## config.mk

```make
export PLATFORM = sky130hd
export DESIGN_NAME = match_event_monitor
export DESIGN_NICKNAME = d
export VERILOG_FILES = /design/src/rtl/match_mon_pkg.sv /design/src/rtl/edge_detector.sv /design/src/rtl/match_event_monitor.sv
export SDC_FILE = /design/constraint.sdc
export NUM_CORES = 1
export LEC_CHECK = 0
export ABC_CLOCK_PERIOD_IN_PS = 2040
export BUFFER_PORTS_ARGS = -buffer_cell sky130_fd_sc_hd__buf_4
export CORE_MARGIN = 5
export CORE_UTILIZATION = 40
export DETAILED_ROUTE_END_ITERATION = 10
export HOLD_SLACK_MARGIN = 0.1
export PLACE_DENSITY_LB_ADDON = 0.05
export SETUP_SLACK_MARGIN = 0.3
export SYNTH_ARGS = -nofsm -noshare
export SYNTH_HDL_FRONTEND = slang
export SYNTH_SLANG_ARGS = --single-unit
```

## constraint.sdc

```tcl
create_clock -name clk -period 2.04 [get_ports clk]
set_input_delay 0.306 -clock clk [delete_from_list [all_inputs] [get_ports clk]]
set_output_delay 0.306 -clock clk [all_outputs]
set_load 0.005 [all_outputs]
```

## src/rtl/match_mon_pkg.sv

```systemverilog
// Shared types and default widths for the match event monitor.
package match_mon_pkg;

    localparam int unsigned DEF_CNT_W = 8;
    localparam int unsigned DEF_GAP_W = 10;

    typedef enum logic {
        EMPTY = 1'b0,
        FULL  = 1'b1
    } buf_state_t;

    typedef struct packed {
        logic [DEF_CNT_W-1:0] count;
        logic [DEF_GAP_W-1:0] gap;
        logic                 first;
    } report_t;

endpackage

```

## src/rtl/edge_detector.sv

```systemverilog
// Registers a flag and flags an event on its rising edge (EDGE_MODE=1) or level (EDGE_MODE=0).
module edge_detector #(
    parameter int unsigned EDGE_MODE = 1
) (
    input  logic clk,
    input  logic reset,
    input  logic d,
    output logic evt
);

    logic q;

    always_ff @(posedge clk or negedge reset) begin
        if (!reset) begin
            q <= 1'b0;
        end else begin
            q <= d;
        end
    end

    assign evt = (EDGE_MODE != 0) ? (d & ~q) : d;

endmodule

```

## src/rtl/match_event_monitor.sv

```systemverilog
// Timestamps sequence_detector matches and hands reports out through a one-entry valid/ready buffer.
// Optional threshold interrupt built when MATCH_IRQ_EN is defined.
module match_event_monitor
    import match_mon_pkg::*;
#(
    parameter int unsigned CNT_W      = DEF_CNT_W,
    parameter int unsigned GAP_W      = DEF_GAP_W,
    parameter int unsigned EDGE_MODE  = 1,
    parameter int unsigned IRQ_THRESH = 16
) (
    input  logic             clk,
    input  logic             reset,
    input  logic             z,
    input  logic             clr,
    output logic             rpt_valid,
    input  logic             rpt_ready,
    output logic [CNT_W-1:0] rpt_count,
    output logic [GAP_W-1:0] rpt_gap,
    output logic             rpt_first,
    output logic [CNT_W-1:0] drop_cnt,
    output logic             overflow,
    output logic             irq
);

    typedef struct packed {
        logic [CNT_W-1:0] count;
        logic [GAP_W-1:0] gap;
        logic             first;
    } rpt_t;

    logic             evt;
    logic             act;
    logic [CNT_W-1:0] evt_cnt;
    logic [CNT_W-1:0] cnt_inc;
    logic [GAP_W-1:0] gap_cnt;
    logic [GAP_W-1:0] gap_inc;
    logic [CNT_W-1:0] drop_inc;
    logic             first_pending;
    logic             load;
    logic             drop;
    buf_state_t       state;
    buf_state_t       state_next;
    rpt_t             rpt_q;

    edge_detector #(
        .EDGE_MODE(EDGE_MODE)
    ) u_edge (
        .clk  (clk),
        .reset(reset),
        .d    (z),
        .evt  (evt)
    );

    // clr wins over a coincident event
    assign act = evt & ~clr;

    assign cnt_inc  = (evt_cnt  == '1) ? evt_cnt  : evt_cnt  + CNT_W'(1);
    assign gap_inc  = (gap_cnt  == '1) ? gap_cnt  : gap_cnt  + GAP_W'(1);
    assign drop_inc = (drop_cnt == '1) ? drop_cnt : drop_cnt + CNT_W'(1);

    always_comb begin
        state_next = state;
        load       = 1'b0;
        drop       = 1'b0;
        case (state)
            EMPTY: begin
                if (act) begin
                    load       = 1'b1;
                    state_next = FULL;
                end
            end
            FULL: begin
                if (rpt_ready) begin
                    if (act) begin
                        load = 1'b1;
                    end else begin
                        state_next = EMPTY;
                    end
                end else if (act) begin
                    drop = 1'b1;
                end
            end
            default: state_next = EMPTY;
        endcase
        if (clr) begin
            state_next = EMPTY;
        end
    end

    always_ff @(posedge clk or negedge reset) begin
        if (!reset) begin
            state <= EMPTY;
        end else begin
            state <= state_next;
        end
    end

    always_ff @(posedge clk or negedge reset) begin
        if (!reset) begin
            rpt_q <= '0;
        end else if (clr) begin
            rpt_q <= '0;
        end else if (load) begin
            rpt_q <= '{count: cnt_inc, gap: gap_inc, first: first_pending};
        end
    end

    // counters advance on every event, accepted or dropped
    always_ff @(posedge clk or negedge reset) begin
        if (!reset) begin
            evt_cnt       <= '0;
            gap_cnt       <= '0;
            first_pending <= 1'b1;
        end else if (clr) begin
            evt_cnt       <= '0;
            gap_cnt       <= '0;
            first_pending <= 1'b1;
        end else if (act) begin
            evt_cnt       <= cnt_inc;
            gap_cnt       <= '0;
            first_pending <= 1'b0;
        end else begin
            gap_cnt       <= gap_inc;
        end
    end

    always_ff @(posedge clk or negedge reset) begin
        if (!reset) begin
            drop_cnt <= '0;
            overflow <= 1'b0;
        end else if (clr) begin
            drop_cnt <= '0;
            overflow <= 1'b0;
        end else if (drop) begin
            drop_cnt <= drop_inc;
            overflow <= 1'b1;
        end
    end

    assign rpt_valid = (state == FULL);
    assign rpt_count = rpt_q.count;
    assign rpt_gap   = rpt_q.gap;
    assign rpt_first = rpt_q.first;

`ifdef MATCH_IRQ_EN
    localparam logic [CNT_W-1:0] THRESH = CNT_W'(IRQ_THRESH);
    localparam bit THRESH_IN_RANGE = ((IRQ_THRESH >> CNT_W) == 0);

    logic irq_hit;
    logic irq_q;

    // the counter only rises between clears, so an exact-match transition fires once
    assign irq_hit = THRESH_IN_RANGE && act && (evt_cnt != '1) && (cnt_inc == THRESH);

    always_ff @(posedge clk or negedge reset) begin
        if (!reset) begin
            irq_q <= 1'b0;
        end else if (clr) begin
            irq_q <= 1'b0;
        end else begin
            irq_q <= irq_hit;
        end
    end

    assign irq = irq_q;
`else
    logic unused_irq_cfg;
    assign unused_irq_cfg = (IRQ_THRESH != 0);
    assign irq = 1'b0;
`endif

endmodule

```

==> After elaboration in Yosys (flattened, before gate mapping) <==
Cells that the tools add are included.
{ "totals": {"in_bits": 5, "ff_bits": 49, "wordCells": 49, "out_inout_bits": 30} }
{ "classes": {"addsub": 3, "n_reduce_logical": 4, "muxes": 23, "n_eq_ne": 4, "bitwise": 5} }
{ "ops": {"columns": ["operator", "count"], "rows": [
  ["$mux 8", 6],
  ["$mux 19", 2],
  ["$mux 10", 3],
  ["$add 8x1->8 const B", 2],
  ["$eq 8x8->1 const B", 2],
  ["$add 10x1->10 const B", 1],
  ["$eq 10x10->1 const B", 1],
  ["$mux 1", 10],
  ["$reduce_bool 2->1", 3],
  ["$pmux 1 s2", 2],
  ["$not 1->1", 3],
  ["$and 1x1->1", 2],
  ["$ne 2x2->1 const B", 1],
  ["$reduce_and 2->1", 1]
]} }

==> Longest topological paths before layout <==
{ "depth": {"depth_word": 8, "depth_mapped": 7, "depth_no_buf": 5} }

==> Hierarchy <==
Synthesis repeated with hierarchy kept, for this count alone.
{ "unflattened": {"hier_cells": 238, "area_unflattened_um2": 2344.7} }
{ "by_module_without_submodules": {"columns": ["module", "seq_area_each_um2", "area_per_inst_um2", "cells_per_inst", "n_inst"], "rows": [
  ["match_event_monitor", 1202.4, 2306.0, 236, 1],
  ["edge_detector", 25.0, 38.8, 2, 1]
]} }

==> Worst setup path after synthesis <==
OpenSTA, ideal clock, no wires.
{ "synth_path": {"kind": "reg-to-reg", "start": "reg gap_cnt[0]", "end": "reg rpt_q (netlist bit rpt_gap[9])", "path_stages_with_launch": 7, "t_required_ns": 1.904, "synth_period_minus_slack_ns": 1.589, "path_slack_ns": 0.451, "arrival_time_ns": 1.452, "path_buffers": 1, "setup_ns": 0.136, "path_cell_list": "dfrtp_1 -> ha_1 -> and3_1 -> buf_4 -> nor4_1 -> or3_1 -> a21oi_1"} }
{ "synth_via": {"elab_chain_cells": 4, "word_cells_on_any_way": 5, "classes_between": "1 x add/sub; 1 x eq/ne; 3 x mux"} }
{ "synth_rtl": {"columns": ["item", "line_no", "rtl"], "rows": [
  ["start, declared", "match_event_monitor.sv:35", "logic [GAP_W-1:0] gap_cnt;"],
  ["start signal, assigned", "match_event_monitor.sv:123", "gap_cnt <= gap_inc;"],
  ["$add 10x1->10 or $eq 10x10->1 (tied branches)", "match_event_monitor.sv:58", "assign gap_inc = (gap_cnt == '1) ? gap_cnt : gap_cnt + GAP_W'(1);"],
  ["$mux 10 (*)", "match_event_monitor.sv:58", null],
  ["$mux 19 (*)", "match_event_monitor.sv:103", "end else if (load) begin"],
  ["$mux 19 (*)", "match_event_monitor.sv:101", "end else if (clr) begin"],
  ["end signal, assigned", "match_event_monitor.sv:104", "rpt_q <= '{count: cnt_inc, gap: gap_inc, first: first_pending};"],
  ["end, declared", "match_event_monitor.sv:43", "rpt_t rpt_q;"]
]} }
Every way passes the cells marked *; elsewhere a longest branch is shown, timed or not. The select of a mux whose other input is x is not followed.
A chain may end at the register's enable or synchronous reset.

==> Worst setup path in the final report <==
{ "layout_path": {"start": "reg evt_cnt[5]", "end": "reg rpt_q (netlist bit rpt_count[4])"} }
{ "layout_via": {"elab_chain_cells": 4} }
{ "layout_rtl": {"columns": ["item", "line_no", "rtl"], "rows": [
  ["start, declared", "match_event_monitor.sv:33", "logic [CNT_W-1:0] evt_cnt;"],
  ["start signal, assigned", "match_event_monitor.sv:119", "evt_cnt <= cnt_inc;"],
  ["$eq 8x8->1", "match_event_monitor.sv:57", "assign cnt_inc = (evt_cnt == '1) ? evt_cnt : evt_cnt + CNT_W'(1);"],
  ["$mux 8", "match_event_monitor.sv:57", null],
  ["$mux 19", "match_event_monitor.sv:103", null],
  ["$mux 19", "match_event_monitor.sv:101", null]
]} }
No other way between the ends. The select of a mux whose other input is x is not followed.

==> reports/results.txt <==
run status: finished, final reports clean
worst rel slew slack: 58.2%
number of sinks driven by the clock tree: 49
antenna diode instance count: 0
number of fill cells: 598
count of final hold-check violations: 0
fraction of power consumed by combinational cells: 8.1%
dominant combinational cell family by area after synthesis: simple AND/OR/NAND/NOR gates
global routing's busiest layer: met2
most frequent cells in the layout: dfrtp_1 (46), buf_4 (37), nor2_1 (25)
total negative slack for setup checks: 0 ns
number of rows in the core area: 28
wire length of the first global-routing pass: 9.52 mm
fraction of power spent switching nets: 24.9%
met1 layer usage reported by global route: 21.0%
number of buffers created by CTS: 5
crit path max fanout: 9
Final Max Slew Viols: 0
starting density of the core: 41.3%
portion of netlist area occupied by mux cells: 2.04%
Cell Area, Synth: 2460 um^2
worst reg2reg setup slack: 0.40 ns
EDFF count, synth: 0
share of flip-flops with an asynchronous set or reset: 100%
clock latency of the later-clocked register in the worst-skew pair: 0.30 ns
post-synthesis adder-cell area fraction: 1.53%
net count after synthesis: 259
power share of the clock group: 32.8%
total number of vias: 1946
core utilization of the finished layout: 48.4%
Max Cap Viol: 0
post-detailed-route wirelength per cell: 15.5 um
time the worst path needs with I/O delays and setup: 1.64 ns
area fraction in compound gates after synthesis: 15.8%
class of the tightest hold or removal check: in2reg
count of input and output buffers: 33
Most used DFF post-synth: dfrtp_1
die boundary height: 88.4 um
category of the worst setup path launch point: flip-flop
FF-to-FF End: rpt_count[4]
number of ports placed on the die boundary: 35
Overflow after GRT: 0
per-instance average area after synthesis: 9.80 um^2
internal portion of total power: 1.29 mW
Final Power: 1.71 mW
global router's overall resource usage: 15.5%
WHS Path Cells: 1
worst clock skew: 0.00355 ns
post-detailed-placement half-perimeter wirelength: 3.61 mm
synthesized-area fraction occupied by and/or/nand/nor cells: 23.5%
worst reg2reg path startpoint: evt_cnt[5]
DRT antenna net count: 0
required time worst endpoint: 2.27 ns
TritonCTS clock tree: built
setup slack after layout: 0.398 ns
clock transition at the registers of the reported paths: 0.09 ns
sequential element share of the synthesized area: 49.9%
share of cells above drive strength 1: 20.6%
met3 Resource Use GR: 2.89%
number of buffers on the longest clock path: 2
start point of the worst min-delay path: z
Period Utilization, post-route: 80.5%
peak ir drop on the vdd network: 0.000344 V
commonest non-fill, non-tap cell in the layout: dfrtp_1
global placer's final weighted congestion: 0.770
portion of total power attributed to sequential cells: 59.1%
remaining routing DRC violations: 0
pin count of the biggest net entering global routing: 50
unrepaired setup endpoints after global routing: no
Leakage: 1.24 nW
crit path kind: reg2reg
Synth Area in XOR/XNOR: 3.21%
Critical Path End Type: flip-flop
H-Tree Depth: 2
cell depth of the worst flop-to-flop path: 4
maximum clock rate: 609 MHz
worst-case setup slack after placement: 0.246 ns
vias in the first global route: 1934
ratio of total power to cell area: 594 nW/um^2
number of nets at the end of the flow: 288
number of instances in the synthesized netlist: 251
area delta synth->final: 17.3%
number of unique standard cell types used by synthesis: 46
core region area: 5960 um^2
clock tree root driver cell: clkbuf_8
antenna violations before repair: 0
# setup viols final: 0
Initial DRT Pass Iterations: 4
Data arrival, critical path: 1.87 ns
Tightest Pin Transition: 0.626 ns
net switching power figure: 0.427 mW
flop and latch count out of synthesis: 49
Die ar.: 7810 um^2
Warnings, synthesis: 0
DRC violation total after the first TritonRoute iteration: 69
Min-Delay Endpoint: u_edge.q
wire length reported by the detailed router: 5.53 mm
global-route track usage on met2: 25.0%
horizontal die dimension: 88.4 um
vias per inst: 5.47
[area by class of cell]
class                           instances  area (um^2)  share of cell area [%]
Timing Repair Buffer                   38          288                    9.98
Sequential cell                        49         1230                    42.6
Multi-Input combinational cell        184         1180                    41.0
Clock buffer                            6         72.6                    2.52
Inverter                                2         7.51                   0.260
Tap cell                               75         93.8                    3.25
Clock inverter                          2         10.0                   0.347
[Yosys cell counts (2+ instances only)]
cell type	number	share of area [%]
o2111ai_1	2	0.71
nand4_1	6	1.5
o31ai_1	7	2.1
or3_1	5	1.3
and2_1	4	1.0
o21ai_1	2	0.41
and4_1	2	0.71
o211ai_1	11	3.4
clkbuf_1	7	1.1
a311oi_1	4	1.4
or4_1	4	1.2
ha_1	3	1.5
a41oi_1	2	0.71
inv_1	2	0.31
nor2b_1	2	0.51
buf_4	4	1.2
a31oi_1	3	0.76
nand3_1	8	1.6
dfrtp_1	48	49
nand2_1	21	3.2
nor2_1	26	4.0
and3_1	5	1.3
nand2b_1	4	1.0
nand3b_1	4	1.2
a21oi_1	18	3.7
xor2_1	8	2.8
nor3_1	4	0.81
a211oi_1	3	0.92
buf_2	4	0.81
nor3b_1	3	0.92
mux2i_1	5	2.0
o21ai_0	5	1.0
nand3_2	2	0.81
[critical path, cell delays in order (launching register included)]
cell and delay, ns:
dfrtp_1 0.49, nand3_1 0.32, a311oi_1 0.50, nand2_1 0.12
a21oi_1 0.14
[power by group through the flow]
stage                     registers, mW  logic, mW  clock network (mW)
final                              1.01      0.139               0.561
after floorplan                    1.03     0.0702                   0
after CTS                          1.01      0.139               0.589
after detailed placement           1.03      0.136                   0
after global placement             1.03      0.137                   0
after global routing               1.02      0.158               0.626
[flip-flops by register name, indices dropped and copies added (netlist names)]
register	flops
rpt_valid	1
rpt_count	8
drop_cnt	8
u_edge.q	1
overflow	1
evt_cnt	8
rpt_gap	10
first_pending	1
rpt_first	1
gap_cnt	10
[how the worst max path moves through the flow]
stage	end	startpoint	slack [ns]
floorplan	rpt_gap[9]	gap_cnt[0]	0.45
global placement	rpt_count[5]	evt_cnt[0]	0.27
detailed placement	rpt_count[5]	evt_cnt[0]	0.25
CTS	rpt_gap[6]	gap_cnt[0]	0.30
global route	rpt_gap[1]	gap_cnt[1]	0.30
finish	rpt_count[4]	evt_cnt[5]	0.40
[metrics by stage]
| stage | instances | area (um^2) | hold slack [ns] |
|---|---|---|---|
| after CTS | 355 | 2840 | 0.125 |
| final | 356 | 2880 | 0.133 |
| after global placement | 346 | 2740 | 0.381 |
| after detailed placement | 346 | 2740 | 0.380 |
| after global routing | 356 | 2880 | 0.124 |
| after floorplan | 251 | 2460 | 0.0104 |
[cells by family (layout without fill, tap and decap cells)]
family	Yosys count	after routing
simple gates	107	107
fa+ha+maj	3	3
buf+inv	18	48
other cells	1	1
compound gates	59	59
flops	49	49
mux	5	5
xor+xnor	9	9
[what timing repair did]
action | CTS | global route
hold endpoints to repair | 48 | 0
setup buffers | 0 | 1
resized for setup | 2 | 9
setup endpoints to repair | 6 | 20
pin swaps | 0 | 2
hold buffers | 1 | 0
[layer usage]
metal,vias up,wire length [um]
met5,-,0
met2,37,2540
met3,5,194
met4,0,61
li1,971,-
met1,933,2730
Note: power is estimated with default switching activity, not from simulation.
